File: config.mk
export PLATFORM = sky130hd
export DESIGN_NAME = sched_epoch_ctrl
export DESIGN_NICKNAME = d
export VERILOG_FILES = /design/src/rtl/sched_epoch_ctrl.sv
export SDC_FILE = /design/constraint.sdc
export NUM_CORES = 1
export LEC_CHECK = 0
export BUFFER_PORTS_ARGS = -buffer_cell sky130_fd_sc_hd__buf_2
export CAP_MARGIN = 20
export CORE_MARGIN = 10
export CORE_UTILIZATION = 40
export CTS_BUF_LIST = sky130_fd_sc_hd__clkbuf_8
export CTS_CLUSTER_DIAMETER = 200
export DETAILED_ROUTE_END_ITERATION = 16
export PLACE_DENSITY = 0.68
export SYNTH_ARGS = -nofsm -noshare
export SYNTH_HDL_FRONTEND = slang
export SYNTH_SLANG_ARGS = --single-unit
File: constraint.sdc
create_clock -name clk -period 1.8 [get_ports clk]
set_input_delay 0 -clock clk [delete_from_list [all_inputs] [get_ports clk]]
set_output_delay 0 -clock clk [all_outputs]
set_load 0.1 [all_outputs]
File: src/rtl/sched_epoch_ctrl.sv
// sched_epoch_ctrl: epoch sequencer around the 4x4 VOQ crossbar scheduler.
// Each epoch: snapshot VOQ occupancy, kick the scheduler, capture its grant,
// then drive per-ingress dequeue for a fixed transfer window. Packets still
// in flight at window end are remembered as busy and re-pinned next epoch.
// Optional feature macro: SCHED_CHECK_EN (grant consistency checking, sched_err).
module sched_epoch_ctrl #(
  parameter int unsigned EPOCH_LEN     = 16,
  parameter int unsigned SCHED_TIMEOUT = 8
) (
  input  logic        clk,
  input  logic        reset,
  input  logic        enable,
  input  logic [15:0] voq_empty_in,
  output logic        sched_en,
  output logic [15:0] voq_empty,
  output logic [3:0]  is_busy,
  output logic [7:0]  busy_voq_num,
  input  logic [3:0]  sched_sel_en,
  input  logic [7:0]  sched_sel,
  output logic [3:0]  deq_en,
  output logic [7:0]  deq_voq,
  input  logic [3:0]  pkt_last,
  output logic [15:0] epoch_cnt,
  output logic        sched_err,
  output logic        active
);

  typedef enum logic [2:0] {
    S_IDLE = 3'd0,
    S_SNAP = 3'd1,
    S_KICK = 3'd2,
    S_WAIT = 3'd3,
    S_XFER = 3'd4
  } state_e;

  localparam int unsigned CW = $clog2(EPOCH_LEN + SCHED_TIMEOUT + 1);
  localparam logic [CW-1:0] CNT_ONE   = CW'(1);
  localparam logic [CW-1:0] XFER_LAST = CW'(EPOCH_LEN - 1);
  localparam logic [CW-1:0] WAIT_LAST = CW'(SCHED_TIMEOUT - 1);

  state_e        state_q, state_d;
  logic [CW-1:0] cnt_q, cnt_d;
  logic          run_q, run_d;            // enable as seen at this epoch's snapshot
  logic [15:0]   voq_empty_q, voq_empty_d;
  logic [3:0]    busy_q, busy_d;
  logic [7:0]    busy_voq_q, busy_voq_d;
  logic [3:0]    grant_en_q, grant_en_d;
  logic [7:0]    grant_sel_q, grant_sel_d;
  logic [3:0]    deq_en_q, deq_en_d;
  logic [7:0]    deq_voq_q, deq_voq_d;
  logic [15:0]   epoch_cnt_q, epoch_cnt_d;
  logic          sched_en_q, sched_en_d;
  logic          active_q, active_d;

  logic          grant_hit_s;
  logic          wait_done_s;
  logic          xfer_done_s;
  logic [3:0]    grant_en_s;
  logic [7:0]    grant_sel_s;

  assign grant_hit_s = |sched_sel_en;
  assign wait_done_s = (cnt_q == WAIT_LAST);
  assign xfer_done_s = (cnt_q == XFER_LAST);
  // On timeout the only legitimate "grant" is the set of packets already in flight.
  assign grant_en_s  = grant_hit_s ? sched_sel_en : busy_q;
  assign grant_sel_s = grant_hit_s ? sched_sel    : busy_voq_q;

`ifdef SCHED_CHECK_EN
  // Grant disagrees with the busy table, or two granted ingresses target one VOQ.
  function automatic logic grant_bad(input logic [3:0] busy, input logic [7:0] bvoq,
                                     input logic [3:0] gen,  input logic [7:0] gsel);
    logic bad;
    bad = 1'b0;
    for (int i = 0; i < 4; i++) begin
      bad = bad | (busy[i] & (~gen[i] | (gsel[2*i+:2] != bvoq[2*i+:2])));
      for (int j = i + 1; j < 4; j++) begin
        bad = bad | (gen[i] & gen[j] & (gsel[2*i+:2] == gsel[2*j+:2]));
      end
    end
    return bad;
  endfunction

  logic sched_err_q, sched_err_d;

  // Sticky error flag, evaluated only when a real scheduler grant is latched.
  always_comb begin
    sched_err_d = sched_err_q;
    if ((state_q == S_WAIT) && grant_hit_s) begin
      sched_err_d = sched_err_q | grant_bad(busy_q, busy_voq_q, sched_sel_en, sched_sel);
    end else begin
      sched_err_d = sched_err_q;
    end
  end

  // Error flag register.
  always_ff @(posedge clk or posedge reset) begin
    if (reset) begin
      sched_err_q <= 1'b0;
    end else begin
      sched_err_q <= sched_err_d;
    end
  end

  assign sched_err = sched_err_q;
`else
  assign sched_err = 1'b0;
`endif

  // Next-state and datapath updates for the epoch sequencer.
  always_comb begin
    state_d     = state_q;
    cnt_d       = cnt_q;
    run_d       = run_q;
    voq_empty_d = voq_empty_q;
    busy_d      = busy_q;
    busy_voq_d  = busy_voq_q;
    grant_en_d  = grant_en_q;
    grant_sel_d = grant_sel_q;
    deq_en_d    = deq_en_q;
    deq_voq_d   = deq_voq_q;
    epoch_cnt_d = epoch_cnt_q;

    case (state_q)
      S_IDLE: begin
        if (enable || (|busy_q)) begin
          state_d = S_SNAP;
        end else begin
          state_d = S_IDLE;
        end
      end
      S_SNAP: begin
        voq_empty_d = voq_empty_in;
        run_d       = enable;
        state_d     = S_KICK;
      end
      S_KICK: begin
        cnt_d   = '0;
        state_d = S_WAIT;
      end
      S_WAIT: begin
        if (grant_hit_s || wait_done_s) begin
          grant_en_d  = grant_en_s;
          grant_sel_d = grant_sel_s;
          // Busy ingresses keep their stored VOQ regardless of what the scheduler says.
          for (int i = 0; i < 4; i++) begin
            if (busy_q[i]) begin
              deq_en_d[i]       = 1'b1;
              deq_voq_d[2*i+:2] = busy_voq_q[2*i+:2];
            end else if (grant_en_s[i] && run_q) begin
              deq_en_d[i]       = 1'b1;
              deq_voq_d[2*i+:2] = grant_sel_s[2*i+:2];
            end else begin
              deq_en_d[i]       = 1'b0;
            end
          end
          cnt_d   = '0;
          state_d = S_XFER;
        end else begin
          cnt_d   = cnt_q + CNT_ONE;
          state_d = S_WAIT;
        end
      end
      S_XFER: begin
        deq_en_d = deq_en_q & ~pkt_last;
        if (xfer_done_s) begin
          busy_d = deq_en_q & ~pkt_last;
          for (int i = 0; i < 4; i++) begin
            busy_voq_d[2*i+:2] = busy_d[i] ? deq_voq_q[2*i+:2] : 2'd0;
          end
          deq_en_d    = 4'b0000;
          epoch_cnt_d = epoch_cnt_q + 16'd1;
          if (enable || (|busy_d)) begin
            state_d = S_SNAP;
          end else begin
            state_d = S_IDLE;
          end
        end else begin
          cnt_d   = cnt_q + CNT_ONE;
          state_d = S_XFER;
        end
      end
      default: begin
        state_d = S_IDLE;
      end
    endcase

    sched_en_d = (state_d == S_KICK);
    active_d   = (state_d != S_IDLE);
  end

  // State and datapath registers; reset abandons any packet in flight.
  always_ff @(posedge clk or posedge reset) begin
    if (reset) begin
      state_q     <= S_IDLE;
      cnt_q       <= '0;
      run_q       <= 1'b0;
      voq_empty_q <= 16'h0000;
      busy_q      <= 4'b0000;
      busy_voq_q  <= 8'h00;
      grant_en_q  <= 4'b0000;
      grant_sel_q <= 8'h00;
      deq_en_q    <= 4'b0000;
      deq_voq_q   <= 8'h00;
      epoch_cnt_q <= 16'h0000;
      sched_en_q  <= 1'b0;
      active_q    <= 1'b0;
    end else begin
      state_q     <= state_d;
      cnt_q       <= cnt_d;
      run_q       <= run_d;
      voq_empty_q <= voq_empty_d;
      busy_q      <= busy_d;
      busy_voq_q  <= busy_voq_d;
      grant_en_q  <= grant_en_d;
      grant_sel_q <= grant_sel_d;
      deq_en_q    <= deq_en_d;
      deq_voq_q   <= deq_voq_d;
      epoch_cnt_q <= epoch_cnt_d;
      sched_en_q  <= sched_en_d;
      active_q    <= active_d;
    end
  end

  assign sched_en     = sched_en_q;
  assign voq_empty    = voq_empty_q;
  assign is_busy      = busy_q;
  assign busy_voq_num = busy_voq_q;
  assign deq_en       = deq_en_q;
  assign deq_voq      = deq_voq_q;
  assign epoch_cnt    = epoch_cnt_q;
  assign active       = active_q;

endmodule

### Yosys cells after proc, flatten, opt, wreduce, memory -nomap -nowiden

Index checks and enable logic that the tools add are counted.

| storage, ports and cells | value |
|---|---|
| flip-flop bits (word level) | 67 |
| input port bits | 35 |
| output and inout bits | 59 |
| word-level logic and storage cells | 85 |

| cells by class | value |
|---|---|
| $add $sub $neg | 2 |
| equal/unequal tests | 9 |
| muxes and demuxes | 33 |
| bitwise operators | 2 |
| reductions and logical operators | 25 |

Operators with widths:

| operator | count |
|---|---|
| 2-bit 2-to-1 mux | 12 |
| 16-bit by 1-bit adder with 16-bit output, second input constant | 1 |
| 3-bit case mux with 5 select lines | 1 |
| 5-bit case mux with 3 select lines | 1 |
| 4-bit 2-to-1 mux | 3 |
| 3-bit AND reduction | 4 |
| 4-bit OR reduction | 3 |
| 1-bit 2-to-1 mux | 10 |
| 5-bit 2-to-1 mux | 2 |
| 2-bit nonzero test | 5 |
| 3-bit by 2-bit equality test with 1-bit output, second input constant | 3 |
| 8-bit 2-to-1 mux | 1 |
| 4-bit case mux with 2 select lines | 1 |
| 3-bit 2-to-1 mux | 2 |
| 2-bit AND reduction | 3 |
| 3-bit nonzero test | 2 |
| 5-bit by 1-bit adder with 5-bit output, second input constant | 1 |
| 5-bit by 3-bit equality test with 1-bit output, second input constant | 1 |
| 5-bit by 4-bit equality test with 1-bit output, second input constant | 1 |
| 4-bit AND | 1 |
| 1-bit logical AND | 4 |
| 2-bit != test, second input constant | 2 |
| 4-bit NOT | 1 |
| 3-bit by 1-bit equality test with 1-bit output, second input constant | 1 |
| 3 further kinds | 5 |

### Longest topological paths before layout

Gate-level depths: netlist of run 1.

| depth | value |
|---|---|
| word-level depth | 8 |
| gate-level depth with buffers | 8 |
| mapped depth without buffers | 7 |

### Worst setup path before layout of run 1

Ideal clock, no wire load.

| timing path | value |
|---|---|
| path kind | register to register |
| start point | reg epoch_cnt_q[0] (netlist: epoch_cnt[0]) |
| end point | reg epoch_cnt_q[14] (netlist: epoch_cnt[14]) |
| setup time | 0.158 ns |
| arrival time | 2.007 ns |
| data required time | 1.642 ns |
| path slack | -0.365 ns |
| stages on the path, launching flop included | 6 |
| buffers on the path | 0 |
| period minus slack after synthesis | 2.165 ns |
| cells stage by stage | dfrtp_1 > ha_1 > nand2_1 > nor4_2 > nand4_1 > xnor2_1 |

| between the ends | value |
|---|---|
| word-level cells in the longest chain between the ends | 1 |

RTL lines:

| element | RTL line | source |
|---|---|---|
| start, declared | 51 | `logic [15:0] epoch_cnt_q, epoch_cnt_d;` |
| start signal, assigned | 218 | `epoch_cnt_q <= epoch_cnt_d;` |
| 16-bit by 1-bit adder with 16-bit output | 171 | `epoch_cnt_d = epoch_cnt_q + 16'd1;` |

Every way passes these cells.
A chain may end at the register's enable or synchronous reset.

### Worst setup path after layout of run 1

| timing path | value |
|---|---|
| start point | reg cnt_q[0] |
| end point | reg cnt_q[3] |

| between the ends | value |
|---|---|
| word-level cells in the longest chain between the ends | 4 |
| elaborated cells on any way between the ends | 9 |
| those cells by class | add/sub (1); eq/ne (3); mux (3); reduce/logical (2) |

RTL lines:

| element | RTL line | source |
|---|---|---|
| start, declared | 42 | `logic [CW-1:0] cnt_q, cnt_d;` |
| start signal, assigned | 209 | `cnt_q <= cnt_d;` |
| branches (longest 4 deep; another with 5-bit by 1-bit adder with 5-bit output) | n/a |  |

Parallel ways; which one is timed is not known. The select of a mux whose other input is x is not followed.

==> flow_summary.ini, run 1 <==
[outcome]
status = finished, violations left
violations = negative setup slack

[timing]
fin_hold_ws_ps = 17.86
final_min_period_over_clock_period_pct = 104.6
layout_min_cycle_time_ps = 1883
final-max-slew-violation-count = 0
timing.setup.tns_ps = -431.7
clock_skew_ps = 13.04
setup_viol = 15
timing_hold_violations_final = 0
timing.fmax_ghz = 0.5310
setup_repair_after_global_routing_missed_its_margin = true
final_critical_path_setup_slack_ps = -83.09
tightest_slew_ps = 523.5
max-slew-margin-rel_pct = 65.03

[detailed_routing]
antenna_violating_nets_post_route = 0
drt-pass1-iter-count = 4
route.final.wire_length_um = 8366
detail_route.iter0.violations = 102
vias = 2529
drc = 0
wl_per_cell_um = 16.87
route.detailed.vias_per_inst = 5.099

[logic_synthesis]
yosysSeqAreaShare_pct = 56.21
ys_types = 42
post_synth_main_area_contributors = dfrtp_1 (56%), mux2_2 (12%), nand2_1 (3.8%)
synth_fp_nets = 291
synth-async-reset-ratio_pct = 100.0
ffs_latches_synth = 67
syn_inst = 253
synthMostInstantiatedCell = dfrtp_1
yosysWarningCount = 0
ys.flop_type = dfrtp_1
summed_instance_area_of_the_synthesized_netlist_um2 = 2983
post-synth-top-area-fraction_pct = 56.21
synth_top_area_cell = dfrtp_1
ys_top_cells_by_count = dfrtp_1 (67), mux2_2 (33), nand2_1 (30)
synth-edff-count = 0
syn-mean-instance-area_um2 = 11.79

[grt]
grt_remaining_overflow = 0
grt_first_pass_wirelength_um = 13810
gr-usage-all-layers_pct = 15.19
grt_antenna_before_repair = 0
grt_start_max_net_pins = 49
grt_pass1_vias = 2727

[power_and_ir_drop]
ir_worst_vdd_v = 0.001389
power.density_cell_area_nw_per_um2 = 1584
total_leakage_power_nw = 2.011
total_power_mw = 6.921

[layout]
final_cells = 496
final_nets = 430
final_core_util_pct = 60.26
multi_input_area_um2 = 1443
drive_gt1_share_pct = 55.92
ff_latch_area_um2 = 1698
antenna_cells = 0
layout.filler_cells = 623
layout-area-overhead-vs-synth_pct = 46.52

[placed_design]
hpwlAfterDp_um = 5946
dp.cells = 454
gp_congestion = 0.8565
port_buffers = 92

[worst_hold_path]
timing.hold.worst_path_depth = 3
min_delay_startpoint = sched_sel[6]
min-delay-path-class = input port to register
worst_hold_path.endpoint = deq_voq[6]

[clock_tree]
clock_tree_sinks = 67
path_clk_slew_ps = 70
clock-root-buffer = clkbuf_8
clock_tree.htree_level_count = 3
cts_tree = built
worstSkewPairLatency_ps = 340
numCtsBuffers = 9
clock_path_buffers = 2

[setup_path]
timing.reg2reg.setup_slack_ps = -80
timing.critical_path.to_type = register
cp.required_ps = 2060
worst_path_cell_with_the_longest_stage_delay = dfrtp_1
timing.rr.start = cnt_q[0]
largest_incremental_delay_on_the_critical_path_ps = 380
critPathMaxFanout = 5
timing.setup.critical_path_class = register to register
startpoint_type = register
crit_path_cell_trace = ha_2 > and3_4 > ha_4 > nor4b_4 > nor2_2 > or3_1 > a21oi_1
timing.critical_path.arrival_ps = 2140
ff2ff_path_depth = 7
rr_endpoint = cnt_q[3]

[floorplan]
floorplan.io_pins = 94
row_count = 31
core-area_um2 = 7253
start_util_pct = 41.12
die-area_um2 = 11310
die_w_um = 106.4
die_h_um = 106.4

[flow_run]
timing.max_cap.violations = 0
==> cell families (layout without fill, tap and decap cells) <==
logic type,count (synthesis),count (layout),synth area share (%)
AND/OR/NAND/NOR,91,91,16.78
flip-flops,67,67,56.21
multiplexers,34,34,12.79
AO/OA/AOI/OAI,28,28,6.209
XOR/XNOR,16,16,4.698
buffers and inverters,13,157,1.930
adder cells (fa/ha/maj),3,3,1.259
other,1,1,0.1257
==> per-layer routing <==
layer / vias to the layer above / global-route usage [%] / routed length (um)
met4: 0 / 6.867 / 174
met1: 1270 / 17.90 / 3478
met5: - / 0 / 0
met2: 66 / 25.40 / 4264
li1: 1176 / - / -
met3: 17 / 4.046 / 448
==> worst max-delay path, delay by kind of cell, from the launching register on <==
family / cells / cell delay (ps)
flip-flops: 1 / 380
adder cells (fa/ha/maj): 2 / 380
AO/OA/AOI/OAI: 1 / 130
AND/OR/NAND/NOR: 4 / 900
==> worst max-delay path by stage <==
stage,start,end,slack [ps],cells past startpoint
final,cnt_q[0],cnt_q[3],-80,7
after global routing,cnt_q[1],epoch_cnt[15],-150,8
after global placement,cnt_q[1],epoch_cnt[9],-90,7
after CTS,cnt_q[1],cnt_q[3],-70,7
after floorplan,reset,deq_en[0],-30,1
after detailed placement,cnt_q[0],epoch_cnt[9],-170,7
==> where the power goes <==
part	switching (mW)	internal, mW
logic	2.78	0.893
registers	0.253	1.86
clock network	0.566	0.568
==> sequential cells by signal, indices dropped and copies added, names as in the netlist <==
| register | count |
|---|---|
| active | 1 |
| busy_voq_num | 8 |
| cnt_q | 5 |
| deq_en | 4 |
| deq_voq | 8 |
| epoch_cnt | 16 |
| is_busy | 4 |
| run_q | 1 |
| sched_en | 1 |
| state_q | 3 |
| voq_empty | 16 |
==> cell usage in the layout (no fill, tap or decap), types with 5 or more instances in the layout <==
cell,netlist,routed
xor2_1,7,6
a21oi_1,8,8
buf_6,0,5
clkbuf_8,0,11
buf_4,1,15
dfrtp_2,0,17
o21ai_0,8,7
xnor2_1,9,8
inv_1,5,5
buf_2,4,92
mux2_2,33,33
nand3_2,0,6
nor2_1,13,8
nand3_1,12,6
nand4_1,5,5
dfrtp_1,67,50
nand2_1,30,26
dlygate4sd3_1,0,20
==> area by class of cell <==
| class | instances | area share, % |
|---|---|---|
| sequential | 67 | 38.85 |
| clock buffer | 11 | 3.464 |
| clock inverter | 5 | 0.7157 |
| multi-input combinational | 173 | 33.01 |
| timing repair buffer | 136 | 20.70 |
| inverter | 5 | 0.4294 |
| tap | 99 | 2.834 |
==> what timing repair did <==
| item | CTS | global route |
|---|---|---|
| cloned | 0 | 0 |
| setup endpoints to repair | 19 | 39 |
| hold buffers | 20 | 0 |
| setup buffers | 5 | 1 |
| pin swaps | 13 | 5 |
| gates resized for setup | 19 | 19 |
| hold endpoints to repair | 40 | 0 |
==> metrics by stage <==
stage / setup slack [ps] / cell area [um2]
2_1_floorplan: -33.50 / 3059
3_3_place_gp: -94.58 / 3764
3_5_place_dp: -171.8 / 3764
4_1_cts: -72.26 / 4288
5_1_grt: -148.9 / 4370
6_report: -83.09 / 4370
Power figures use the tool's default switching activity.
==> run 2, diff against run 1 <==
ABC_AREA = 1   (was unset)
CTS_CLUSTER_SIZE = 20   (was unset)
PLACE_DENSITY = 0.67   (was 0.68)
==> run 2 against run 1 <==
Against the previous run:
- the run now ends clean
- worst setup slack improved by 130 ps
- global-route usage decreased by 0.56 points
- utilization decreased by 3.2 points
- hold slack got worse by 6.5 ps
- area after synthesis increased by 8.4%
==> flow_summary.ini, run 2 <==
[detailed_routing]
drc = 0
vias = 3065
antenna_violating_nets_post_route = 0
route.final.wire_length_um = 9004
route.detailed.vias_per_inst = 4.767
drt-pass1-iter-count = 4
wl_per_cell_um = 14.00
detail_route.iter0.violations = 171

[power_and_ir_drop]
power.density_cell_area_nw_per_um2 = 1655
combinationalPowerShare_pct = 55.3
power_switching_mw = 4.273
total_leakage_power_nw = 2.375
internal-power_mw = 3.100
clock_group_share_of_total_power_pct = 14.6
seqPwrFrac_pct = 30.1
ir_worst_vdd_v = 0.001265
sw_frac_of_total_pct = 57.95

[logic_synthesis]
yosysWarningCount = 0
ffs_latches_synth = 67
ys_top_cells_by_count = nand2_1 (143), dfrtp_1 (67), inv_1 (48)
synth_fp_nets = 441
yosysSeqAreaShare_pct = 51.86
ys_types = 24
post_synth_main_area_contributors = dfrtp_1 (52%), nand2_1 (17%), inv_1 (5.6%)
post-synth-top-area-fraction_pct = 51.86
ys.flop_type = dfrtp_1
synth-edff-count = 0
synth-async-reset-ratio_pct = 100.0
synth_top_area_cell = dfrtp_1
summed_instance_area_of_the_synthesized_netlist_um2 = 3233
syn-mean-instance-area_um2 = 8.023
syn_inst = 403
synthMostInstantiatedCell = nand2_1

[layout]
drive_gt1_share_pct = 31.42
final_nets = 574
mostFrequentLayoutCells = nand2_1 (136), buf_2 (92), dfrtp_1 (61)
final_core_util_pct = 57.07
leading_cell_type_in_the_layout_fill_and_taps_excluded = nand2_1
antenna_cells = 0
layout-area-overhead-vs-synth_pct = 37.81
finish.instance_area_um2 = 4456

[clock_tree]
clock_path_buffers = 2
path_clk_slew_ps = 80
cts_tree = built
clock-root-buffer = clkbuf_8
numCtsBuffers = 9
worstSkewPairLatency_ps = 340
clock_tree.htree_level_count = 3
clock_tree_sinks = 67

[setup_path]
cp.buffers_inverters = 2
cp.required_ps = 2030
worst_path_cell_with_the_longest_stage_delay = dfrtp_1
critPathMaxFanout = 6
startpoint_type = register
timing.setup.critical_path_class = register to register
timing.critical_path.to_type = register
largest_incremental_delay_on_the_critical_path_ps = 400
timing.critical_path.arrival_ps = 1980
crit_path_cell_trace = ha_2 > nand2_2 > nor2_2 > ha_2 > nand3_4 > buf_6 > buf_6 > xnor2_1
cpLargestDelayFamily = adder cells

[grt]
grt_remaining_overflow = 0
grt_pass1_vias = 2979
gr-usage-all-layers_pct = 14.64
grt_start_max_net_pins = 51
grt_first_pass_wirelength_um = 14060
grt_antenna_before_repair = 0

[outcome]
status = finished, final reports clean

[timing]
final_min_period_over_clock_period_pct = 97.13
max-slew-margin-rel_pct = 58.57
timing.setup.tns_ps = 0
clock_skew_ps = 10.22
setup_repair_after_global_routing_missed_its_margin = true
final-max-slew-violation-count = 0
final_critical_path_setup_slack_ps = 51.71
setup_viol = 0
timing_hold_violations_final = 0
tightest_slew_ps = 619.2
layout_min_cycle_time_ps = 1748
timing.fmax_ghz = 0.5720

[floorplan]
floorplan.io_pins = 94
die_h_um = 109.9
die-area_um2 = 12080
row_count = 32
core-area_um2 = 7807
die_w_um = 109.9
start_util_pct = 41.41

[flow_run]
timing.max_cap.violations = 0

[worst_hold_path]
min-delay-path-class = input port to register

[placed_design]
hpwlAfterDp_um = 6456
port_buffers = 92
dpl_cell_area_um2 = 3841
pre_cts_ws_ps = 33.88
gp_congestion = 0.8496
[run 2: routing by layer]
metal | wire (um) | global-route usage [%]
met2 | 4405 | 24.26
met1 | 3800 | 17.49
met4 | 149 | 5.112
met5 | 0 | 0
met3 | 648 | 4.681
[run 2: area by class of cell]
class	instances	area [um2]
flip-flops and latches	67	1684
inverters	51	198.9
well taps	102	127.6
repair buffers	128	852.1
fillers	718	3352
clock inverters	6	33.78
multi-input cells	278	1415
clock buffers	10	137.6
repair inverters	1	6.256
[run 2: logic make-up (layout without fill, tap and decap cells)]
group | count (synthesis) | count (layout) | share of synthesized area (%)
AOI/OAI and AO/OA | 34 | 34 | 5.341
xor gates and xnor gates | 12 | 12 | 3.251
adders and majority gates | 3 | 3 | 1.161
buffers and inverters | 59 | 196 | 7.547
DFF | 67 | 67 | 51.86
other | 1 | 1 | 0.1160
and+or+nand+nor | 227 | 228 | 30.73
[run 2: timing repair]
item	in CTS	in global routing
pin swaps	0	11
hold buffers	20	0
gates cloned	0	4
setup buffers	0	9
resized for setup	1	41
endpoints found under the hold margin	36	0
setup endpoints to repair	1	30
[run 2: through the flow]
| step | std cells | hold slack [ps] | power, mW |
|---|---|---|---|
| 2_1_floorplan | 403 | 109.6 | 5.519 |
| 3_3_place_gp | 594 | 4.857 | 6.178 |
| 3_5_place_dp | 594 | 14.81 | 6.240 |
| 4_1_cts | 630 | 4.467 | 7.370 |
| 5_1_grt | 643 | 20.88 | 7.763 |
| 6_report | 643 | 11.34 | 7.374 |
[run 2: power by group through the flow]
stage / clock [mW] / combinational (mW) / sequential, mW
after floorplan: 0 / 0.939 / 4.58
after global placement: 0 / 3.97 / 2.20
after detailed placement: 0 / 4.02 / 2.22
after CTS: 1.11 / 4.06 / 2.20
after global routing: 1.17 / 4.32 / 2.27
final: 1.08 / 4.08 / 2.22
[run 2: final timing paths]
kind / from / end / slack [ps] / cells after the start
worst max-delay path: cnt_q[0] / epoch_cnt[0] / 50 / 8
worst min-delay path: sched_sel[3] / deq_voq[3] / 10 / 4
worst max register to register: cnt_q[0] / epoch_cnt[0] / 50 / 8
worst min register to register: voq_empty[6] / voq_empty[6] / 470 / 2
max in group asynchronous: reset / state_q[1] / 1010 / 4
min in group asynchronous: reset / voq_empty[4] / 190 / 3
[run 2: tightest hold or removal path, delay by kind of cell]
family                 cells  cell delay [ps]
AND/OR/NAND/NOR            2              140
AO/OA/AOI/OAI              1              100
buffers and inverters      1               70
